==> config.mk <==
export PLATFORM = sky130hd
export DESIGN_NAME = ch375_uart_tx
export DESIGN_NICKNAME = d
export VERILOG_FILES = /design/src/rtl/ch375_defs.sv /design/src/rtl/sync_fifo.sv /design/src/rtl/ch375_uart_tx.sv
export SDC_FILE = /design/constraint.sdc
export NUM_CORES = 1
export LEC_CHECK = 0
export ABC_CLOCK_PERIOD_IN_PS = 3200
export CAP_MARGIN = 30
export CORE_MARGIN = 5
export CORE_UTILIZATION = 50
export CTS_BUF_LIST = sky130_fd_sc_hd__clkbuf_2 sky130_fd_sc_hd__clkbuf_4 sky130_fd_sc_hd__clkbuf_8
export DETAILED_ROUTE_END_ITERATION = 16
export GPL_TIMING_DRIVEN = 1
export PLACE_DENSITY = 0.68
export SYNTH_ARGS = -nofsm -noshare
export SYNTH_HDL_FRONTEND = slang
export SYNTH_SLANG_ARGS = --single-unit
==> constraint.sdc <==
create_clock -name clk -period 3.2 [get_ports clk]
set_input_delay 0.48 -clock clk [delete_from_list [all_inputs] [get_ports clk]]
set_output_delay 0.48 -clock clk [all_outputs]
set_load 0.005 [all_outputs]
==> src/rtl/ch375_defs.sv <==
`default_nettype none
// ============================================================================
// Module      : ch375_defs (package)
// Description : Definitions shared by the CH375 transmit and receive serial
//               paths. These are the line FSM states, the default bit period
//               and the command-flag bit position.
// Revision    : 1.0  initial release
// ============================================================================
package ch375_defs;

  // Serial line framing states: idle-high line, start, data bits, stop
  typedef enum logic [1:0] {
    IDLE  = 2'd0,
    START = 2'd1,
    DATA  = 2'd2,
    STOP  = 2'd3
  } tx_state_t;

  // 100 MHz system clock divided down to 19200 baud
  localparam int c_CLKS_PER_BIT_DEFAULT = 5208;

  // Bit 8 of a 9-bit word marks a CH375 command byte
  localparam int c_CMD_FLAG_BIT = 8;

endpackage : ch375_defs
`default_nettype wire

==> src/rtl/sync_fifo.sv <==
`default_nettype none
// ============================================================================
// Module      : sync_fifo
// Description : Single-clock FIFO with occupancy count. Full and empty are
//               derived from the level register only. A push while full is
//               therefore dropped even if a pop happens in the same cycle.
// Revision    : 1.0  initial release
// ============================================================================
module sync_fifo #(
  parameter int WIDTH = 9,
  parameter int DEPTH = 16
) (
  input  logic                       clk,
  input  logic                       rst_n,
  input  logic                       push,
  input  logic [WIDTH-1:0]           push_data,
  input  logic                       pop,
  output logic [WIDTH-1:0]           head,
  output logic                       full,
  output logic                       empty,
  output logic [$clog2(DEPTH):0]     level
);

  localparam int                 c_AW   = $clog2(DEPTH);
  localparam int                 c_LW   = $clog2(DEPTH) + 1;
  localparam logic [c_LW-1:0]    c_FULL = c_LW'(DEPTH);

  logic [WIDTH-1:0] r_mem [DEPTH];
  logic [c_AW-1:0]  r_wr_ptr;
  logic [c_AW-1:0]  r_rd_ptr;
  logic [c_LW-1:0]  r_level;
  logic             w_push;
  logic             w_pop;

  assign full   = (r_level == c_FULL);
  assign empty  = (r_level == '0);
  assign level  = r_level;
  assign head   = r_mem[r_rd_ptr];
  assign w_push = push && !full;
  assign w_pop  = pop && !empty;

  // Storage array; no reset needed because reads are gated by the level
  always_ff @(posedge clk) begin
    if (w_push) r_mem[r_wr_ptr] <= push_data;
  end

  // Pointers wrap naturally at DEPTH (power of two); level tracks occupancy
  always_ff @(posedge clk or negedge rst_n) begin
    if (!rst_n) begin
      r_wr_ptr <= '0;
      r_rd_ptr <= '0;
      r_level  <= '0;
    end else begin
      if (w_push) r_wr_ptr <= r_wr_ptr + 1'b1;
      if (w_pop)  r_rd_ptr <= r_rd_ptr + 1'b1;
      case ({w_push, w_pop})
        2'b10:   r_level <= r_level + 1'b1;
        2'b01:   r_level <= r_level - 1'b1;
        default: r_level <= r_level;
      endcase
    end
  end

endmodule : sync_fifo
`default_nettype wire

==> src/rtl/ch375_uart_tx.sv <==
`default_nettype none
// ============================================================================
// Module      : ch375_uart_tx
// Description : FIFO-buffered serial transmitter driving the CH375 RXD pin.
//               The frame is 1 start bit, DATA_BITS data bits LSB first and
//               1 stop bit. Frames are sent back-to-back while words remain
//               queued.
// Revision    : 1.0  initial release
// ============================================================================
module ch375_uart_tx
  import ch375_defs::*;
#(
  parameter int CLKS_PER_BIT = c_CLKS_PER_BIT_DEFAULT,
  parameter int DATA_BITS    = 9,
  parameter int FIFO_DEPTH   = 16
) (
  input  logic                          clk,
  input  logic                          rst_n,
  input  logic                          wr_valid,
  input  logic [DATA_BITS-1:0]          wr_data,
  output logic                          wr_ready,
  output logic [$clog2(FIFO_DEPTH):0]   level,
  output logic                          busy,
  output logic                          tx
);

  localparam int              c_IW       = $clog2(DATA_BITS);
  localparam logic [15:0]     c_CNT_MAX  = 16'(CLKS_PER_BIT - 1);
  localparam logic [c_IW-1:0] c_LAST_BIT = c_IW'(DATA_BITS - 1);

  tx_state_t              r_state;
  tx_state_t              w_state_next;
  logic [15:0]            r_baud;
  logic [c_IW-1:0]        r_bit_idx;
  logic [DATA_BITS-1:0]   r_shreg;
  logic                   r_tx;
  logic [DATA_BITS-1:0]   w_head;
  logic                   w_full;
  logic                   w_empty;
  logic                   w_pop;
  logic                   w_bit_end;

  sync_fifo #(
    .WIDTH (DATA_BITS),
    .DEPTH (FIFO_DEPTH)
  ) u_fifo (
    .clk       (clk),
    .rst_n     (rst_n),
    .push      (wr_valid),
    .push_data (wr_data),
    .pop       (w_pop),
    .head      (w_head),
    .full      (w_full),
    .empty     (w_empty),
    .level     (level)
  );

  assign w_bit_end = (r_baud == c_CNT_MAX);
  assign wr_ready  = !w_full;
  assign busy      = (r_state != IDLE) || !w_empty;
  assign tx        = r_tx;

  // State register
  always_ff @(posedge clk or negedge rst_n) begin
    if (!rst_n) r_state <= IDLE;
    else        r_state <= w_state_next;
  end

  // Next-state logic and FIFO pop; a pop always coincides with a new start bit
  always_comb begin
    w_state_next = r_state;
    w_pop        = 1'b0;
    case (r_state)
      IDLE: begin
        if (!w_empty) begin
          w_pop        = 1'b1;
          w_state_next = START;
        end
      end
      START: begin
        if (w_bit_end) w_state_next = DATA;
      end
      DATA: begin
        if (w_bit_end && (r_bit_idx == c_LAST_BIT)) w_state_next = STOP;
      end
      STOP: begin
        if (w_bit_end) begin
          if (!w_empty) begin
            w_pop        = 1'b1;
            w_state_next = START;
          end else begin
            w_state_next = IDLE;
          end
        end
      end
      default: w_state_next = IDLE;
    endcase
  end

  // Baud counter, shift register and registered line driver
  always_ff @(posedge clk or negedge rst_n) begin
    if (!rst_n) begin
      r_baud    <= '0;
      r_bit_idx <= '0;
      r_shreg   <= '0;
      r_tx      <= 1'b1;
    end else if (w_pop) begin
      r_shreg   <= w_head;
      r_baud    <= '0;
      r_bit_idx <= '0;
      r_tx      <= 1'b0;
    end else begin
      case (r_state)
        IDLE: begin
          r_baud <= '0;
          r_tx   <= 1'b1;
        end
        START: begin
          if (w_bit_end) begin
            r_baud    <= '0;
            r_bit_idx <= '0;
            r_tx      <= r_shreg[0];
          end else begin
            r_baud <= r_baud + 16'd1;
          end
        end
        DATA: begin
          if (w_bit_end) begin
            r_baud <= '0;
            if (r_bit_idx == c_LAST_BIT) begin
              r_tx <= 1'b1;
            end else begin
              // Present the next bit now; it becomes shreg[0] after the shift
              r_shreg   <= r_shreg >> 1;
              r_bit_idx <= r_bit_idx + 1'b1;
              r_tx      <= r_shreg[1];
            end
          end else begin
            r_baud <= r_baud + 16'd1;
          end
        end
        STOP: begin
          if (w_bit_end) begin
            r_baud <= '0;
            r_tx   <= 1'b1;
          end else begin
            r_baud <= r_baud + 16'd1;
          end
        end
        default: begin
          r_baud <= '0;
          r_tx   <= 1'b1;
        end
      endcase
    end
  end

endmodule : ch375_uart_tx
`default_nettype wire

# --- After elaboration in Yosys (flattened, before gate mapping) ---
# Memory sizes are Yosys's and may differ from the RTL's.
# Index checks and enable logic that the tools add are counted.
totals:
  latchBits: 0
  word_cells: 80
  ram_bits: 144
  reg_bits: 45
  mem_bits_ro: 0
  mem_count: 1
op_classes:
  n_shift: 0
  n_mux: 30
  order_cmp: 0
  n_mul: 0
  n_bitwise: 0
  n_eq_ne: 17
  div: 0
  reduce_logical: 18
  addsub: 6
memory_table:
  columns: ["name", "depth", "word_bits", "read_ports", "rd_ports_with_merged_regs", "wr", "line", "text"]
  rows:
  - ["u_fifo.r_mem", 16, 9, 1, 0, 1, "sync_fifo.sv:28", "logic [WIDTH-1:0] r_mem [DEPTH];"]
ops:
  columns: ["op", "count"]
  rows:
  - ["$mux W9", 4]
  - ["$mux W16", 2]
  - ["$pmux W16 S2", 1]
  - ["$add A16 B1 Y16 const B", 1]
  - ["$eq A16 B13 Y1 const B", 1]
  - ["$mux W4", 4]
  - ["$add A4 B1 Y4 const B", 3]
  - ["$ne A3 B2 Y1 const B", 4]
  - ["$mux W1", 10]
  - ["$pmux W5 S2", 1]
  - ["$mux W2", 4]
  - ["$ne A2 B2 Y1 const B", 4]
  - ["$pmux W2 S4", 1]
  - ["$pmux W4 S2", 1]
  - ["$reduce_and A4 Y1", 2]
  - ["$reduce_bool A2 Y1", 4]
  - ["$eq A2 B2 Y1 const B", 3]
  - ["$reduce_and A3 Y1", 2]
  - ["$add A5 B1 Y5 const B", 1]
  - ["$eq A5 B5 Y1 const B", 1]
  - ["$logic_not A5 Y1", 1]
  - ["$sub A5 B1 Y5 const B", 1]
  - ["$eq A2 B1 Y1 const B", 2]
  - ["$eq A4 B4 Y1 const B", 1]
  - ["9 further kinds", 12]

# --- Logic depth before layout (Yosys ltp) ---
# Gate-level depths: netlist of run 1.
depth:
  word_depth: 7
  depth_mapped: 16
  depth_no_buf: 13

# --- Cells and area by module ---
# From an unflattened synthesis of run 1, not the netlist that was laid out.
hier_totals:
  hier_cells: 555
  area_unflattened_um2: 8345.5
by_module_without_submodules:
  columns: ["module", "area_each_um2", "cells_each", "seq_area_each_um2", "n_inst"]
  rows:
  - ["sync_fifo", 6416.2, 361, 4649.5, 1]
  - ["ch375_uart_tx", 1929.4, 194, 802.0, 1]

# --- Worst setup path after synthesis of run 1 ---
# No wires, ideal clock.
synth_timing:
  path_type: "register to register"
  start: "register r_baud[3]"
  end: "register u_fifo.r_level[4] (netlist: u_fifo.level[4])"
  setup_ns: 0.080
  path_slack_ns: -0.046
  t_arrival_ns: 3.167
  path_stages_with_launch: 15
  cell_sequence: "dfrtp_1 > or4b_4 > nor4_4 > a21oi_2 > nor2b_4 > buf_6 > buf_12 > ha_1 > clkbuf_1 > xor2_1 > ha_1 > a31oi_1 > or2_2 > a21oi_1 > xnor2_1"
synth_via:
  elab_chain_len: 6
  word_cells_on_any_way: 8
  cone_classes: "eq/ne: 3; mux: 3; reduce/logical: 2"
synth_rtl:
  columns: ["element", "line", "text"]
  rows:
  - ["from (decl)", "ch375_uart_tx.sv:33", "logic [15:0] r_baud;"]
  - ["from (signal assigned)", "ch375_uart_tx.sv:124", "r_baud <= r_baud + 16'd1;"]
  - ["from (signal assigned)", "ch375_uart_tx.sv:139", "r_baud <= r_baud + 16'd1;"]
  - ["from (signal assigned)", "ch375_uart_tx.sv:147", "r_baud <= r_baud + 16'd1;"]
  - ["$eq A16 B13 Y1 (*)", "ch375_uart_tx.sv:58", "assign w_bit_end = (r_baud == c_CNT_MAX);"]
  - ["$mux W1 (*)", "ch375_uart_tx.sv:87", "if (w_bit_end) begin"]
  - ["$pmux W1 S2 (*)", "ch375_uart_tx.sv:73", "case (r_state)"]
  - ["$logic_and A1 B1 Y1 (*)", "sync_fifo.sv:40", "assign w_pop = pop && !empty;"]
  - ["via u_fifo.w_pop", "sync_fifo.sv:33", "logic w_pop;"]
  - ["$eq A2 B1 Y1 / $eq A2 B2 Y1 (equally long branches)", "sync_fifo.sv:56", "case ({w_push, w_pop})"]
  - ["$pmux W5 S2 / $reduce_bool A2 Y1 (equally long branches)", null, null]
  - ["to (signal assigned)", "sync_fifo.sv:57", "2'b10: r_level <= r_level + 1'b1;"]
  - ["to (signal assigned)", "sync_fifo.sv:58", "2'b01: r_level <= r_level - 1'b1;"]
  - ["to (signal assigned)", "sync_fifo.sv:59", "default: r_level <= r_level;"]
  - ["to (decl)", "sync_fifo.sv:31", "logic [c_LW-1:0] r_level;"]
# The timed path passes the listed nets; every way through them passes the cells marked *.
# A chain may end at the register's enable or synchronous reset.

# --- Worst setup path after layout of run 1 ---
layout_timing:
  start: "register r_baud[3]"
  end: "register u_fifo.r_level[4] (netlist: u_fifo.level[4])"
layout_via:
  elab_chain_len: 6
  word_cells_on_any_way: 8
  cone_classes: "eq/ne: 3; mux: 3; reduce/logical: 2"
layout_rtl:
  columns: ["element", "line"]
  rows:
  - ["$eq A16 B13 Y1 (*)", "ch375_uart_tx.sv:58"]
  - ["$mux W1 (*)", "ch375_uart_tx.sv:87"]
  - ["$pmux W1 S2 (*)", "ch375_uart_tx.sv:73"]
  - ["$logic_and A1 B1 Y1 (*)", "sync_fifo.sv:40"]
  - ["$eq A2 B1 Y1 / $eq A2 B2 Y1 (equally long branches)", "sync_fifo.sv:56"]
  - ["$pmux W5 S2 / $reduce_bool A2 Y1 (equally long branches)", null]
# Every way passes the cells marked *; elsewhere a longest branch is shown, timed or not.

==> results of run 1 <==
[per-layer routing]
layer  share of wire, %  wire (um)  track usage [%]
met1                 45       6310             22.0
met2                 50       7090             27.1
met3                4.5        642             4.60
met4               0.78        111             3.94
met5                  0          0                0
[how the worst max path moves through the flow]
stage / start / end / depth (start not counted)
global placement: r_baud[3] / u_fifo.level[4] / 11
floorplan: r_baud[3] / u_fifo.level[4] / 14
finish: r_baud[3] / u_fifo.level[4] / 11
detailed placement: r_baud[3] / u_fifo.level[4] / 11
global route: u_fifo.level[1] / u_fifo.level[4] / 10
CTS: r_baud[3] / u_fifo.level[4] / 11
[stage by stage]
stage          utilization [%]  hold WS [ns]  worst slack [ns]
6_report                  56.8         0.484             0.322
5_1_grt                   56.8         0.509            0.0574
4_1_cts                   56.8         0.486             0.297
3_5_place_dp              54.3         0.448             0.301
3_3_place_gp              54.2         0.463             0.330
2_1_floorplan                -         0.184            0.0415
[cell type report]
type                    instances  area, um2  area share, %
flip-flops and latches        189       5450           60.7
multi-input cells             264       2430           27.1
repair buffers                 44        400           4.45
well taps                     216        270           3.01
clock buffers                  17        234           2.60
clock inverters                15        149           1.66
inverters                      13       48.8          0.543
[cell usage after synthesis, types with 2 or more instances]
cell type  number  area, um2
inv_1          13       48.8
nand2_1        24       90.1
nor3_1          7       35.0
buf_2           6       30.0
nor2_1         39        146
nand4_1         6       37.5
nand2b_1        2       12.5
or2_2           2       12.5
mux2i_1        18        180
edfxtp_1      144       4320
a211oi_1        2       15.0
dfrtp_1        44       1100
mux2_2          4       45.0
nor4_1          2       12.5
nand3b_1        2       15.0
o21ai_0         7       35.0
xor2_1         14        123
and2_1          2       12.5
clkbuf_1       10       37.5
a22o_1          8       70.1
xnor2_1        12        105
mux4_2         36        811
and3_1          3       18.8
a221oi_1        9       78.8
a21oi_1         8       40.0
nor2b_1         2       12.5
nor4b_1         2       17.5
ha_1           17        213
buf_1           6       22.5
nand3_1        10       50.1
a31oi_1         4       25.0
[power by group through the flow]
stage | Sequential (mW) | Clock [mW] | Combinational, mW
after global routing | 3.04 | 1.68 | 0.680
final | 3.01 | 1.53 | 0.616
after CTS | 3.01 | 1.57 | 0.630
after global placement | 3.05 | 0 | 0.605
after detailed placement | 3.07 | 0 | 0.629
after floorplan | 3.00 | 0 | 0.399
[repair_timing]
item,in CTS,in global routing
hold buffers,1,0
endpoints found under the setup margin,0,0
buffers inserted,0,0
hold endpoints to repair,17,0
[flip-flops by register name, summed over array words and instances, names as in the netlist]
name and cells:
u_fifo.r_mem 144, u_fifo.level 5, r_shreg 9, tx 1, r_state 2, u_fifo.r_rd_ptr 4
u_fifo.r_wr_ptr 4, r_baud 16, r_bit_idx 4
[kinds of logic after synthesis]
| group | after synthesis | synth area share, % |
|---|---|---|
| and+or+nand+nor | 115 | 7.42 |
| buffers and inverters | 37 | 2.11 |
| DFF | 189 | 67.7 |
| adders and majority gates | 17 | 2.64 |
| muxes | 58 | 12.9 |
| xor gates and xnor gates | 27 | 3.03 |
| AOI/OAI and AO/OA | 47 | 4.26 |
[critical path, delay by kind of cell, from the launching register on]
family | cells | cell delay (ns)
xor+xnor | 2 | 0.28
compound gates | 3 | 0.39
fa+ha+maj | 2 | 0.39
flops | 1 | 0.46
simple gates | 4 | 1.29
==> flow_metrics.tcl, run 1 <==
set metrics [dict create \
    holdPathEnd "r_baud[0]" \
    final_common_cell "edfxtp_1" \
    final_area_um2 8990 \
    wl_um 14200 \
    synth_fp_nets 519 \
    cp_cell_sequence "or4b_4, nor4_4, a21oi_2, nor2b_4, ha_1, xor2_1, ha_1, a31oi_1, or2_2, a21oi_1, xnor2_1" \
    via_per_inst 5.54 \
    layout_common_cells "edfxtp_1, dfrtp_1, nor2_1" \
    final-hold-violation-count 0 \
    die_w_um 137 \
    drive_gt1_share_pct 20.3 \
    areaGrowthSynthToFinish_pct 11.6 \
    grtUsageTotal_pct 16.5 \
    hold_class "reg -> reg" \
    slew_violations 0 \
    insertion_delay_ns 0.45 \
    vdd_ir_drop_max_mv 0.381 \
    drt_first_iter_violations 340 \
    grt_pass1_vias 4278 \
    ios 20 \
    worst_pin_slew_ns 0.705 \
    cts_sinks 189 \
    seqPwrFrac_pct 58.5 \
    p_int_mw 3.81 \
    finalSetupViolations 0 \
    whs_path_depth 1 \
    leakage_nw 3.16 \
    cts_buffers 17 \
    post_dp_cell_area_um2 8600 \
    num_rows 46 \
    fin_cells 758 \
    vias 4203 \
    synthCells 490 \
    wl_per_cell_um 18.7 \
    post-route-drc-count 0 \
    cts_resized 0 \
    ys_seq_elements 189 \
    cpMostUsedCell "ha_1" \
    coreArea_um2 15800 \
    yosysWarnings 0 \
    antenna_found_initial 0 \
    fillCellCount 1208 \
    worstPathArrival_ns 3.26 \
    critPathKind "reg -> reg" \
    die-area_um2 18700 \
    clockBufferDepth 2 \
    hpwlAfterDp_um 9510 \
    async_flop_share_pct 23.8 \
    crit_path_top_delay_cell "or4b_4" \
    clkTransAtPathRegs_ns 0.10 \
    synth_cell_types 56 \
    crit_path_end_kind "flip-flop" \
    antenna_left 0 \
    status "complete, no violations" \
    maxCapViolCount 0 \
    power.total_mw 5.15 \
    drt_pass1_iterations 4 \
    initial_core_util_pct 50.9 \
    slowest_delay_ns 0.57 \
    place_congestion 0.756 \
    power_switching_mw 1.34 \
    tns_ns 0 \
    port_buffers 19 \
    finalCritPeriodShare_pct 89.9 \
    min_period_ns 2.88 \
    power_frac_comb_pct 12.0 \
    critPathLaunchType "flip-flop" \
    synth_area_per_cell_um2 16.4 \
    fmax_mhz 347 \
    cp_max_fo 7 \
    num_antenna_cells 0 \
    h-tree-depth 4 \
    clkPwrFrac_pct 29.6 \
    cts_tree "done" \
    nets 558 \
    gr-total-overflow 0 \
    ff2ff_setup_slack_ns 0.32 \
    synth-seq-area-share_pct 67.7 \
    skew_ns 0.0151 \
    slew_headroom_pct 52.9 \
    rsz0062_at_grt "no" \
    worstPathRequired_ns 3.58 \
    worstReg2RegEnd "u_fifo.level[4]" \
    clock-root-buffer "clkbuf_8" \
    r2r_cells 11 \
    die_y_um 137 \
    grt_max_degree 39 \
    switching_share_pct 26.0 \
    ys.flop_type "edfxtp_1" \
    hold_start "r_baud[0]" \
    powerDensity_nw_per_um2 573 \
    grt_pass1_wl_um 23100 \
    dpl.cell_count 725 \
    r2r-start "r_baud[3]" \
    netlist_area_um2 8060 \
    synth-edff-count 144 \
]
No activity file was read; power rests on OpenSTA's default activity.
==> inputs of run 2 (changes only) <==
--- a/config.mk
+++ b/config.mk
@@ -7,12 +7,13 @@
 export LEC_CHECK = 0
 export ABC_CLOCK_PERIOD_IN_PS = 3200
 export CAP_MARGIN = 30
-export CORE_MARGIN = 5
+export CORE_MARGIN = 4
 export CORE_UTILIZATION = 50
 export CTS_BUF_LIST = sky130_fd_sc_hd__clkbuf_2 sky130_fd_sc_hd__clkbuf_4 sky130_fd_sc_hd__clkbuf_8
 export DETAILED_ROUTE_END_ITERATION = 16
+export DONT_BUFFER_PORTS = 1
 export GPL_TIMING_DRIVEN = 1
-export PLACE_DENSITY = 0.68
+export PLACE_DENSITY = 0.67
 export SYNTH_ARGS = -nofsm -noshare
 export SYNTH_HDL_FRONTEND = slang
 export SYNTH_SLANG_ARGS = --single-unit
==> flow_metrics.tcl, run 2 (same netlist as run 1, synthesis figures left out) <==
set metrics [dict create \
    status "complete, no violations" \
    worstPathArrival_ns 3.29 \
    fmax_mhz 344 \
    largest_register_ffs 144 \
    cp_max_fo 7 \
    via_per_inst 5.64 \
    critPathKind "reg -> reg" \
    finalCritPeriodShare_pct 90.8 \
    leakage_nw 3.04 \
    wl_per_cell_um 19.6 \
    grt_pass1_vias 4388 \
    post-route-drc-count 0 \
    clkTransAtPathRegs_ns 0.09 \
    initial_core_util_pct 50.9 \
    cts_tree "done" \
    coreArea_um2 15800 \
    gr-total-overflow 0 \
    antenna_left 0 \
    crit_path_end_kind "flip-flop" \
    cts_sinks 189 \
    post_cts_buffers 0 \
    grt_max_degree 46 \
    fillCellCount 1205 \
    powerDensity_nw_per_um2 560 \
    min_period_ns 2.91 \
    die_w_um 135 \
    die-area_um2 18200 \
    place_ws_ns 0.182 \
    grt_pass1_wl_um 23900 \
    place_congestion 0.769 \
    top_register "u_fifo.r_mem" \
    hold_class "in -> reg" \
    drt_first_iter_violations 315 \
    drive_gt1_share_pct 20.7 \
    port_buffers 0 \
    post_dp_cell_area_um2 8390 \
    vias 4156 \
    cts_buffers 17 \
    ios 20 \
    num_antenna_cells 0 \
    rsz0062_at_grt "no" \
    grt-busiest-layer "met2" \
    slew_headroom_pct 56.4 \
    antenna_found_initial 0 \
    met3_usage_pct 4.14 \
    drt_pass1_iterations 5 \
    worst_pin_slew_ns 0.653 \
    vdd_ir_drop_max_mv 0.421 \
    wl_um 14500 \
    grt_util_met2_pct 27.8 \
    final-hold-violation-count 0 \
    clockBufferDepth 2 \
    seq_area_um2 5450 \
    slew_violations 0 \
    worstPathRequired_ns 3.59 \
    num_rows 46 \
    areaGrowthSynthToFinish_pct 8.88 \
    maxCapViolCount 0 \
    final_area_um2 8770 \
    clock-root-buffer "clkbuf_8" \
    power.total_mw 4.91 \
    insertion_delay_ns 0.46 \
    grtUsageTotal_pct 17.4 \
    nets 539 \
    layout_common_cells "edfxtp_1, dfrtp_1, nor2_1" \
    h-tree-depth 4 \
    top_regs "u_fifo.r_mem: 144 flops, r_baud: 16 flops, r_shreg: 9 flops" \
    final_common_cell "edfxtp_1" \
    multi_input_area_um2 2440 \
    hpwlAfterDp_um 9680 \
    critPathLaunchType "flip-flop" \
    finalSetupViolations 0 \
    fin_ws_ns 0.293 \
    die_y_um 135 \
    grt_use_met1_pct 24.0 \
    tns_ns 0 \
    skew_ns 0.0120 \
]
run 2: report_power, final:
part           switching (mW)  leakage [nW]  total (mW)  internal (mW)
combinational           0.297          1.02       0.513          0.216
sequential              0.141          1.87        3.03           2.88
clock                   0.832         0.154        1.37          0.543
run 2: layer usage:
metal,up-vias,routed length [um]
li1,1922,-
met1,2137,6540
met2,89,7090
met3,8,711
met4,0,126
met5,-,0
run 2: area by class of cell:
cell class | instances | share of cell area, %
clock buffers | 18 | 2.75
well taps | 216 | 3.08
clock inverters | 12 | 1.04
repair buffers | 25 | 2.54
multi-input cells | 264 | 27.9
flip-flops and latches | 189 | 62.2
inverters | 13 | 0.556
run 2: path summary, 6_finish.rpt:
kind,from,to,slack [ns],cells after the start
setup reg to reg,r_baud[3],u_fifo.level[4],0.29,11
hold / removal,wr_data[4],u_fifo.r_mem[10][4],0.11,0
setup / recovery,r_baud[3],u_fifo.level[4],0.29,11
hold reg to reg,r_baud[0],r_baud[0],0.50,1
max in group asynchronous,rst_n,tx,2.40,2
min in group asynchronous,rst_n,u_fifo.level[2],0.54,2
run 2: critical path: stages (launching register included):
cell     delay (ns)
dfrtp_1        0.46
or4b_4         0.58
nor4_4         0.33
a21oi_2        0.13
nor2b_4        0.12
ha_1           0.18
xor2_1         0.16
ha_1           0.21
a31oi_1        0.09
or2_2          0.29
a21oi_2        0.16
xnor2_1        0.13
run 2: per-stage QoR:
step,hold slack (ns),cells,utilization [%]
6_report,0.107,737,55.4
5_1_grt,0.0664,737,55.4
4_1_cts,0.0741,737,55.4
3_5_place_dp,0.186,705,53.0
3_3_place_gp,0.185,705,53.0
2_1_floorplan,0.184,490,-
run 2: repair_timing:
item                                    CTS  global route
gates resized for setup                   0             2
endpoints found under the setup margin    0             1
hold endpoints to repair                 45             0
hold buffers                              2             0
